**config.mk**
```make
export PLATFORM = sky130hd
export DESIGN_NAME = line_fetch_sched
export DESIGN_NICKNAME = d
export VERILOG_FILES = /design/src/rtl/disp_pkg.sv /design/src/rtl/burst_addr_gen.sv /design/src/rtl/line_fetch_sched.sv
export SDC_FILE = /design/constraint.sdc
export NUM_CORES = 1
export LEC_CHECK = 0
export ABC_AREA = 1
export CAP_MARGIN = 40
export CORE_UTILIZATION = 54
export DETAILED_ROUTE_END_ITERATION = 7
export PLACE_DENSITY = 0.79
export SETUP_SLACK_MARGIN = 0.2
export SLEW_MARGIN = 20
export SYNTH_ARGS = -nofsm -noshare
export SYNTH_HDL_FRONTEND = slang
export SYNTH_SLANG_ARGS = --single-unit
```
**constraint.sdc**
```tcl
create_clock -name i_clk -period 5.2 [get_ports i_clk]
set_clock_uncertainty 0.1 [all_clocks]
set_input_delay 0.52 -clock i_clk [delete_from_list [all_inputs] [get_ports i_clk]]
set_output_delay 0.52 -clock i_clk [all_outputs]
set_load 0.1 [all_outputs]
```
**src/rtl/disp_pkg.sv**
```systemverilog
// Shared state encoding, beat size and burst-length helper for the display line fetcher.
// Latency: none (declarations only).
// Backpressure: none (declarations only).
package disp_pkg;

    localparam int P_BEAT_BYTES = 16;

    typedef enum logic [1:0] {
        ST_IDLE       = 2'd0,
        ST_WAIT_FRAME = 2'd1,
        ST_REQ        = 2'd2,
        ST_WAIT_DATA  = 2'd3
    } fetch_state_t;

    // A programmed burst length of zero still moves one beat.
    function automatic logic [7:0] eff_burst_len(input logic [7:0] len);
        return (len == 8'd0) ? 8'd1 : len;
    endfunction

endpackage

```
**src/rtl/burst_addr_gen.sv**
```systemverilog
// Burst start address and beat count for the next burst of the line being fetched.
// Latency: combinational; the caller registers the result when it issues the request.
// Backpressure: none; outputs follow the inputs.
module burst_addr_gen #(
    parameter int P_VCNT       = 11,
    parameter int P_LBEAT      = 12,
    parameter int P_BEAT_BYTES = disp_pkg::P_BEAT_BYTES
) (
    input  logic [31:0]        base_addr,
    input  logic [15:0]        stride,
    input  logic [P_VCNT-1:0]  line_idx,
    input  logic [P_LBEAT-1:0] beat_off,
    input  logic [P_LBEAT-1:0] line_beats,
    input  logic [7:0]         burst_len,
    output logic [31:0]        addr,
    output logic [7:0]         len,
    output logic               last
);
    import disp_pkg::*;

    logic [7:0]         max_len;
    logic [P_LBEAT-1:0] remaining;
    logic [31:0]        line_addr;

    // Clip the burst to the beats left on the line; all address math wraps at 2^32.
    always_comb begin
        max_len   = eff_burst_len(burst_len);
        remaining = line_beats - beat_off;
        last      = (32'(remaining) <= 32'(max_len));
        len       = last ? 8'(remaining) : max_len;
        line_addr = base_addr + 32'(line_idx) * 32'(stride);
        addr      = line_addr + 32'(beat_off) * 32'(P_BEAT_BYTES);
    end

endmodule

```
**src/rtl/line_fetch_sched.sv**
```systemverilog
// Ping-pong line buffer fetch scheduler: issues memory bursts for each display line and tracks buffer occupancy/underrun.
// Latency: o_req rises 1 cycle after a line becomes pending; o_disp_buf updates 1 cycle after i_hclr.
// Backpressure: o_req/o_addr/o_len hold until i_ack; the next burst waits for i_rdone of the previous one.
module line_fetch_sched #(
    parameter int P_VCNT       = 11,
    parameter int P_BEAT_BYTES = disp_pkg::P_BEAT_BYTES,
    parameter int P_LBEAT      = 12
) (
    input  logic               i_clk,
    input  logic               i_xres,
    input  logic               i_enable,
    input  logic [31:0]        i_base_addr,
    input  logic [15:0]        i_stride,
    input  logic [P_LBEAT-1:0] i_line_beats,
    input  logic [7:0]         i_burst_len,
    input  logic [P_VCNT-1:0]  i_vlines,
    input  logic               i_fstart,
    input  logic               i_hclr,
    input  logic               i_vclr,
    output logic               o_req,
    input  logic               i_ack,
    output logic [31:0]        o_addr,
    output logic [7:0]         o_len,
    input  logic               i_rdone,
    output logic               o_wr_buf,
    output logic               o_discard,
    output logic               o_disp_buf,
    output logic               o_underrun,
    output logic               o_busy
);
    import disp_pkg::*;

    fetch_state_t       state_q, state_d;

    // Frame parameters latched at frame start.
    logic [31:0]        base_q;
    logic [15:0]        stride_q;
    logic [P_LBEAT-1:0] line_beats_q;
    logic [P_VCNT-1:0]  vlines_q;

    // Buffer bookkeeping.
    logic [1:0]         full_q, full_d;
    logic               fptr_q, dptr_q;
    logic [P_VCNT-1:0]  fetched_q;
    logic [P_LBEAT-1:0] beat_off_q;

    // Flags and the registered burst presented on the request port.
    logic               restart_q, discard_q, underrun_q;
    logic               last_q, wr_buf_q;
    logic [31:0]        addr_q;
    logic [7:0]         len_q;

    logic [31:0]        gen_addr;
    logic [7:0]         gen_len;
    logic               gen_last;

    logic               pending, ack_take, rdone_take, line_done;
    logic               release_buf, chk_idx, issue;

    burst_addr_gen #(
        .P_VCNT       (P_VCNT),
        .P_LBEAT      (P_LBEAT),
        .P_BEAT_BYTES (P_BEAT_BYTES)
    ) u_gen (
        .base_addr  (base_q),
        .stride     (stride_q),
        .line_idx   (fetched_q),
        .beat_off   (beat_off_q),
        .line_beats (line_beats_q),
        .burst_len  (i_burst_len),
        .addr       (gen_addr),
        .len        (gen_len),
        .last       (gen_last)
    );

    // Handshake qualification, pending-line test and next buffer-full vector.
    always_comb begin
        pending     = (fetched_q < vlines_q) && !full_q[fptr_q] && !restart_q
                      && (line_beats_q != '0);
        ack_take    = (state_q == ST_REQ) && i_ack;
        rdone_take  = (state_q == ST_WAIT_DATA) && i_rdone;
        // A discarded burst, or one completing as a new frame starts, fills nothing.
        line_done   = rdone_take && last_q && !restart_q && !i_fstart;
        release_buf = i_hclr && !i_vclr;
        chk_idx     = i_vclr ? 1'b0 : ~dptr_q;
        full_d      = full_q;
        if (release_buf) begin
            full_d[dptr_q] = 1'b0;
        end
        if (line_done) begin
            full_d[fptr_q] = 1'b1;
        end
    end

    // Next-state logic; a new burst is loaded whenever REQ is entered.
    always_comb begin
        state_d = state_q;
        case (state_q)
            ST_IDLE: begin
                if (i_enable) state_d = ST_WAIT_FRAME;
            end
            ST_WAIT_FRAME: begin
                if (!i_enable)                 state_d = ST_IDLE;
                else if (pending && !i_fstart) state_d = ST_REQ;
            end
            ST_REQ: begin
                if (i_ack)          state_d = ST_WAIT_DATA;
                else if (!i_enable) state_d = ST_IDLE;
                else if (i_fstart)  state_d = ST_WAIT_FRAME;
            end
            ST_WAIT_DATA: begin
                if (i_rdone) begin
                    if (!i_enable)                         state_d = ST_IDLE;
                    else if (restart_q || i_fstart || last_q) state_d = ST_WAIT_FRAME;
                    else                                   state_d = ST_REQ;
                end
            end
            default: state_d = ST_IDLE;
        endcase
        issue = (state_d == ST_REQ) && (state_q != ST_REQ);
    end

    // State register.
    always_ff @(posedge i_clk or negedge i_xres) begin
        if (!i_xres) state_q <= ST_IDLE;
        else         state_q <= state_d;
    end

    // Frame parameters, buffer occupancy, fetch/display pointers and beat progress.
    always_ff @(posedge i_clk or negedge i_xres) begin
        if (!i_xres) begin
            base_q       <= '0;
            stride_q     <= '0;
            line_beats_q <= '0;
            vlines_q     <= '0;
            full_q       <= '0;
            fptr_q       <= 1'b0;
            dptr_q       <= 1'b0;
            fetched_q    <= '0;
            beat_off_q   <= '0;
        end else if (i_fstart) begin
            base_q       <= i_base_addr;
            stride_q     <= i_stride;
            line_beats_q <= i_line_beats;
            vlines_q     <= i_vlines;
            full_q       <= '0;
            fptr_q       <= 1'b0;
            dptr_q       <= 1'b0;
            fetched_q    <= '0;
            beat_off_q   <= '0;
        end else begin
            full_q <= full_d;
            if (ack_take) begin
                beat_off_q <= beat_off_q + P_LBEAT'(len_q);
            end
            if (line_done) begin
                fptr_q     <= ~fptr_q;
                fetched_q  <= fetched_q + P_VCNT'(1);
                beat_off_q <= '0;
            end
            if (i_hclr) begin
                dptr_q <= i_vclr ? 1'b0 : ~dptr_q;
            end
        end
    end

    // Capture the burst descriptor as the request is raised; it stays stable until acked.
    always_ff @(posedge i_clk or negedge i_xres) begin
        if (!i_xres) begin
            addr_q   <= '0;
            len_q    <= '0;
            last_q   <= 1'b0;
            wr_buf_q <= 1'b0;
        end else if (issue) begin
            addr_q   <= gen_addr;
            len_q    <= gen_len;
            last_q   <= gen_last;
            wr_buf_q <= fptr_q;
        end
    end

    // Restart/discard tracking for frame starts that land mid-burst, plus sticky underrun.
    always_ff @(posedge i_clk or negedge i_xres) begin
        if (!i_xres) begin
            restart_q  <= 1'b0;
            discard_q  <= 1'b0;
            underrun_q <= 1'b0;
        end else begin
            if (i_fstart && (state_q == ST_REQ || state_q == ST_WAIT_DATA)) begin
                restart_q <= 1'b1;
            end else if (state_q == ST_IDLE || state_q == ST_WAIT_FRAME) begin
                restart_q <= 1'b0;
            end

            if (rdone_take) begin
                discard_q <= 1'b0;
            end else if (i_fstart && (state_q == ST_WAIT_DATA || ack_take)) begin
                discard_q <= 1'b1;
            end

            // The check uses registered occupancy, so a fill landing this cycle is too late.
            if (!i_enable) begin
                underrun_q <= 1'b0;
            end else if (i_hclr && !full_q[chk_idx]) begin
                underrun_q <= 1'b1;
            end
        end
    end

    assign o_req      = (state_q == ST_REQ);
    assign o_addr     = addr_q;
    assign o_len      = len_q;
    assign o_wr_buf   = wr_buf_q;
    assign o_discard  = discard_q;
    assign o_disp_buf = dptr_q;
    assign o_underrun = underrun_q;
    assign o_busy     = (state_q == ST_REQ) || (state_q == ST_WAIT_DATA);

endmodule

```
==> impl_metrics.json <==
{
  "gp_congestion": 0.9152,
  "finalNetCount": 2540,
  "end_kind": "flip-flop",
  "path_clk_slew_ps": 80,
  "grt_pass1_wl_um": 64670,
  "synth_top_area_share_pct": 24.73,
  "antenna_found_initial": 0,
  "start_util_pct": 55.68,
  "setup_tns_ps": 0,
  "rsz0062_at_grt": "yes",
  "drc": 0,
  "synth_warnings": 0,
  "cp_data_required_time_ps": 5480,
  "highest_layer": "met4",
  "setup_viol_count_final": 0,
  "tritoncts": "done",
  "r2r-end": "o_addr[21]$_DFFE_PN0P_",
  "dp_cells": 2441,
  "syn2layout_area_growth_pct": 30.44,
  "grt_pass1_vias": 13480,
  "finalCriticalPeriod_ps": 4998,
  "async_flop_share_pct": 100.0,
  "finalHoldViolCount": 0,
  "clock_sinks": 145,
  "worst-slew-pin-transition_ps": 690.1,
  "dr_wl_met3_um": 3581,
  "avgSynthCellArea_um2": 7.591,
  "yosysSeqAreaShare_pct": 24.73,
  "htree_levels": 4,
  "critPathKind": "flip-flop to flip-flop",
  "cts-root-buf": "clkbuf_16",
  "ant_nets": 0,
  "finalPower_mw": 5.933,
  "status": "finished clean",
  "fin_cells": 2528,
  "min_to": "o_addr[3]$_DFFE_PN0P_",
  "min_from": "o_addr[3]$_DFFE_PN0P_",
  "yosysUniqueCellTypes": 40,
  "cp.arrival_ps": 5280,
  "antenna_cells": 0,
  "dp_hpwl_um": 29840,
  "first_pass_iters": 7,
  "insertion_delay_ps": 450,
  "fin_hold_ws_ps": 370.7,
  "slowest_stage": "fa_1",
  "syn-num-nets": 2293,
  "fin_util_pct": 72.63,
  "path_delay_family": "adder cells",
  "route.met2.wl_um": 20410,
  "grt_usage_pct": 29.32,
  "numCtsBuffers": 17,
  "cp_slowest_stage_delay_ps": 630,
  "syn_area_um2": 14670,
  "worst-r2r-cell-count": 19,
  "reg2reg_from": "stride_q[13]$_DFFE_PN0P_",
  "wl_per_cell_um": 16.75,
  "gr-total-overflow": 0,
  "peakVddDrop_v": 0.0002763,
  "yosysTopAreaCell": "dfrtp_1",
  "ys_ff_latch": 145,
  "reg2reg_setup_slack_ps": 200,
  "whs_path_depth": 2,
  "path_buf_inv": 4,
  "min_path_type": "flip-flop to flip-flop",
  "wirelength_um": 42350,
  "yosys-top-cells-area": "dfrtp_1 (25%), fa_1 (23%), nand2_1 (17%), inv_1 (11%), ha_1 (9.0%)",
  "cts.path.max_buffers": 2,
  "crit_top_cell": "fa_1",
  "die_area_um2": 27840,
  "num_vias": 13760,
  "drtIter0Drc": 1154,
  "core_area_um2": 26350,
  "slew_violations": 0,
  "fmaxAchievable_mhz": 200.1,
  "portBuffers": 132,
  "die_x_um": 166.8,
  "vias_per_cell": 5.443,
  "maxCapViolCount": 0,
  "powerDensity_nw_per_um2": 310.0,
  "slew_headroom_pct": 53.41,
  "start_kind": "flip-flop",
  "synthCells": 1933,
  "die_h_um": 166.8,
  "p_leak_nw": 10.41,
  "synth_edf_count": 0,
  "core.rowCount": 59,
  "grt_max_degree": 75,
  "met1Wirelength_um": 16060,
  "fin_crit_sh_pct": 96.12,
  "ios": 133,
  "critPathMaxFanout": 6,
  "synth_ff_type": "dfrtp_1",
  "drive_gt1_share_pct": 15.82,
  "cp_cell_sequence": "buf_6 > nand2_1 > fa_1 > inv_1 > fa_1 > fa_1 > fa_1 > fa_1 > ha_4 > nand2_4 > nor2_4 > inv_2 > buf_6 > nor2_4 > nand4_1 > nand3_2 > xor2_1 > nand2_1 > nand2_1"
}
## tightest hold or removal path: stages, from the launching register on
cell	delay [ps]
dfrtp_1	340
nand2_1	50
nand2_1	50
## kinds of logic after synthesis
| kind of cell | after synthesis | share of synthesized area [%] |
|---|---|---|
| and+or+nand+nor | 840 | 22.90 |
| adders and majority gates | 273 | 31.82 |
| AOI/OAI and AO/OA | 158 | 5.807 |
| DFF | 145 | 24.73 |
| xor gates and xnor gates | 28 | 1.671 |
| buffers and inverters | 489 | 13.06 |
## flip-flops by register name, indices dropped and copies added, names as in the netlist
register	flops
line_beats_q	12
fptr_q	1
base_q	32
full_q	2
o_len	8
o_disp_buf	1
o_addr	32
o_underrun	1
stride_q	16
beat_off_q	12
o_wr_buf	1
o_discard	1
restart_q	1
state_q	2
fetched_q	11
last_q	1
vlines_q	11
## repair_timing
item / CTS / global route
hold buffers: 1 / 0
resized for setup: 29 / 159
endpoints found under the setup margin: 18 / 21
buffers inserted: 11 / 42
gates cloned: 0 / 1
endpoints found under the hold margin: 24 / 0
pin swaps: 0 / 69
## routing by layer
| metal | track usage, % | up-vias |
|---|---|---|
| met1 | 37.13 | 6572 |
| met5 | 0 | - |
| met3 | 4.705 | 192 |
| met2 | 48.83 | 733 |
| li1 | - | 6264 |
| met4 | 14.65 | 0 |
## worst max-delay path by stage
| stage | to | cells past startpoint | start |
|---|---|---|---|
| 2_1_floorplan | o_addr[17]$_DFFE_PN0P_ | 25 | fetched_q[1]$_DFFE_PN0P_ |
| 3_3_place_gp | o_addr[30]$_DFFE_PN0P_ | 20 | fetched_q[3]$_DFFE_PN0P_ |
| 3_5_place_dp | o_addr[31]$_DFFE_PN0P_ | 24 | stride_q[5]$_DFFE_PN0P_ |
| 4_1_cts | o_addr[31]$_DFFE_PN0P_ | 24 | stride_q[5]$_DFFE_PN0P_ |
| 5_1_grt | o_addr[30]$_DFFE_PN0P_ | 20 | stride_q[13]$_DFFE_PN0P_ |
| 6_report | o_addr[21]$_DFFE_PN0P_ | 19 | stride_q[13]$_DFFE_PN0P_ |
## Yosys cell counts (all sizes together) (6+ instances only)
cell type / count
a21o: 6
a21oi: 61
buf: 20
clkbuf: 44
dfrtp: 145
fa: 167
ha: 106
inv: 422
nand2: 671
nand3: 57
nand4: 19
nor2: 69
nor3: 18
o21ai: 71
o22ai: 6
xnor2: 8
xor2: 20
## where the power goes
part           internal (mW)  leakage (nW)  switching [mW]
Sequential              1.33          1.81           0.178
Combinational           1.13          8.30            1.96
Clock                  0.731         0.299           0.602
Total                   3.20          10.4            2.74
## placed cells by master, fill, tap and decap left out, drive strengths merged, types with 57 or more instances in the layout
master	n
nand2	671
inv	432
ha	106
clkdlybuf4s50	130
dfrtp	145
nor2	69
a21oi	61
o21ai	71
buf	158
fa	167
nand3	57
## final cells by class
type | count | area (um2)
inverter | 425 | 1595
clock buffer | 17 | 425.4
fill | 1911 | 7214
timing repair buffer | 292 | 3178
tap | 335 | 419.2
multi-input combinational | 1299 | 9679
clock inverter | 15 | 183.9
sequential | 145 | 3659
## metrics by stage
stage          worst slack, ps  area, um2
2_1_floorplan            206.1      14670
3_3_place_gp             24.04      16550
3_5_place_dp             10.13      17390
4_1_cts                  187.6      18130
5_1_grt                 -118.2      19140
6_report                 201.8      19140
(Power assumes the default switching activity.)
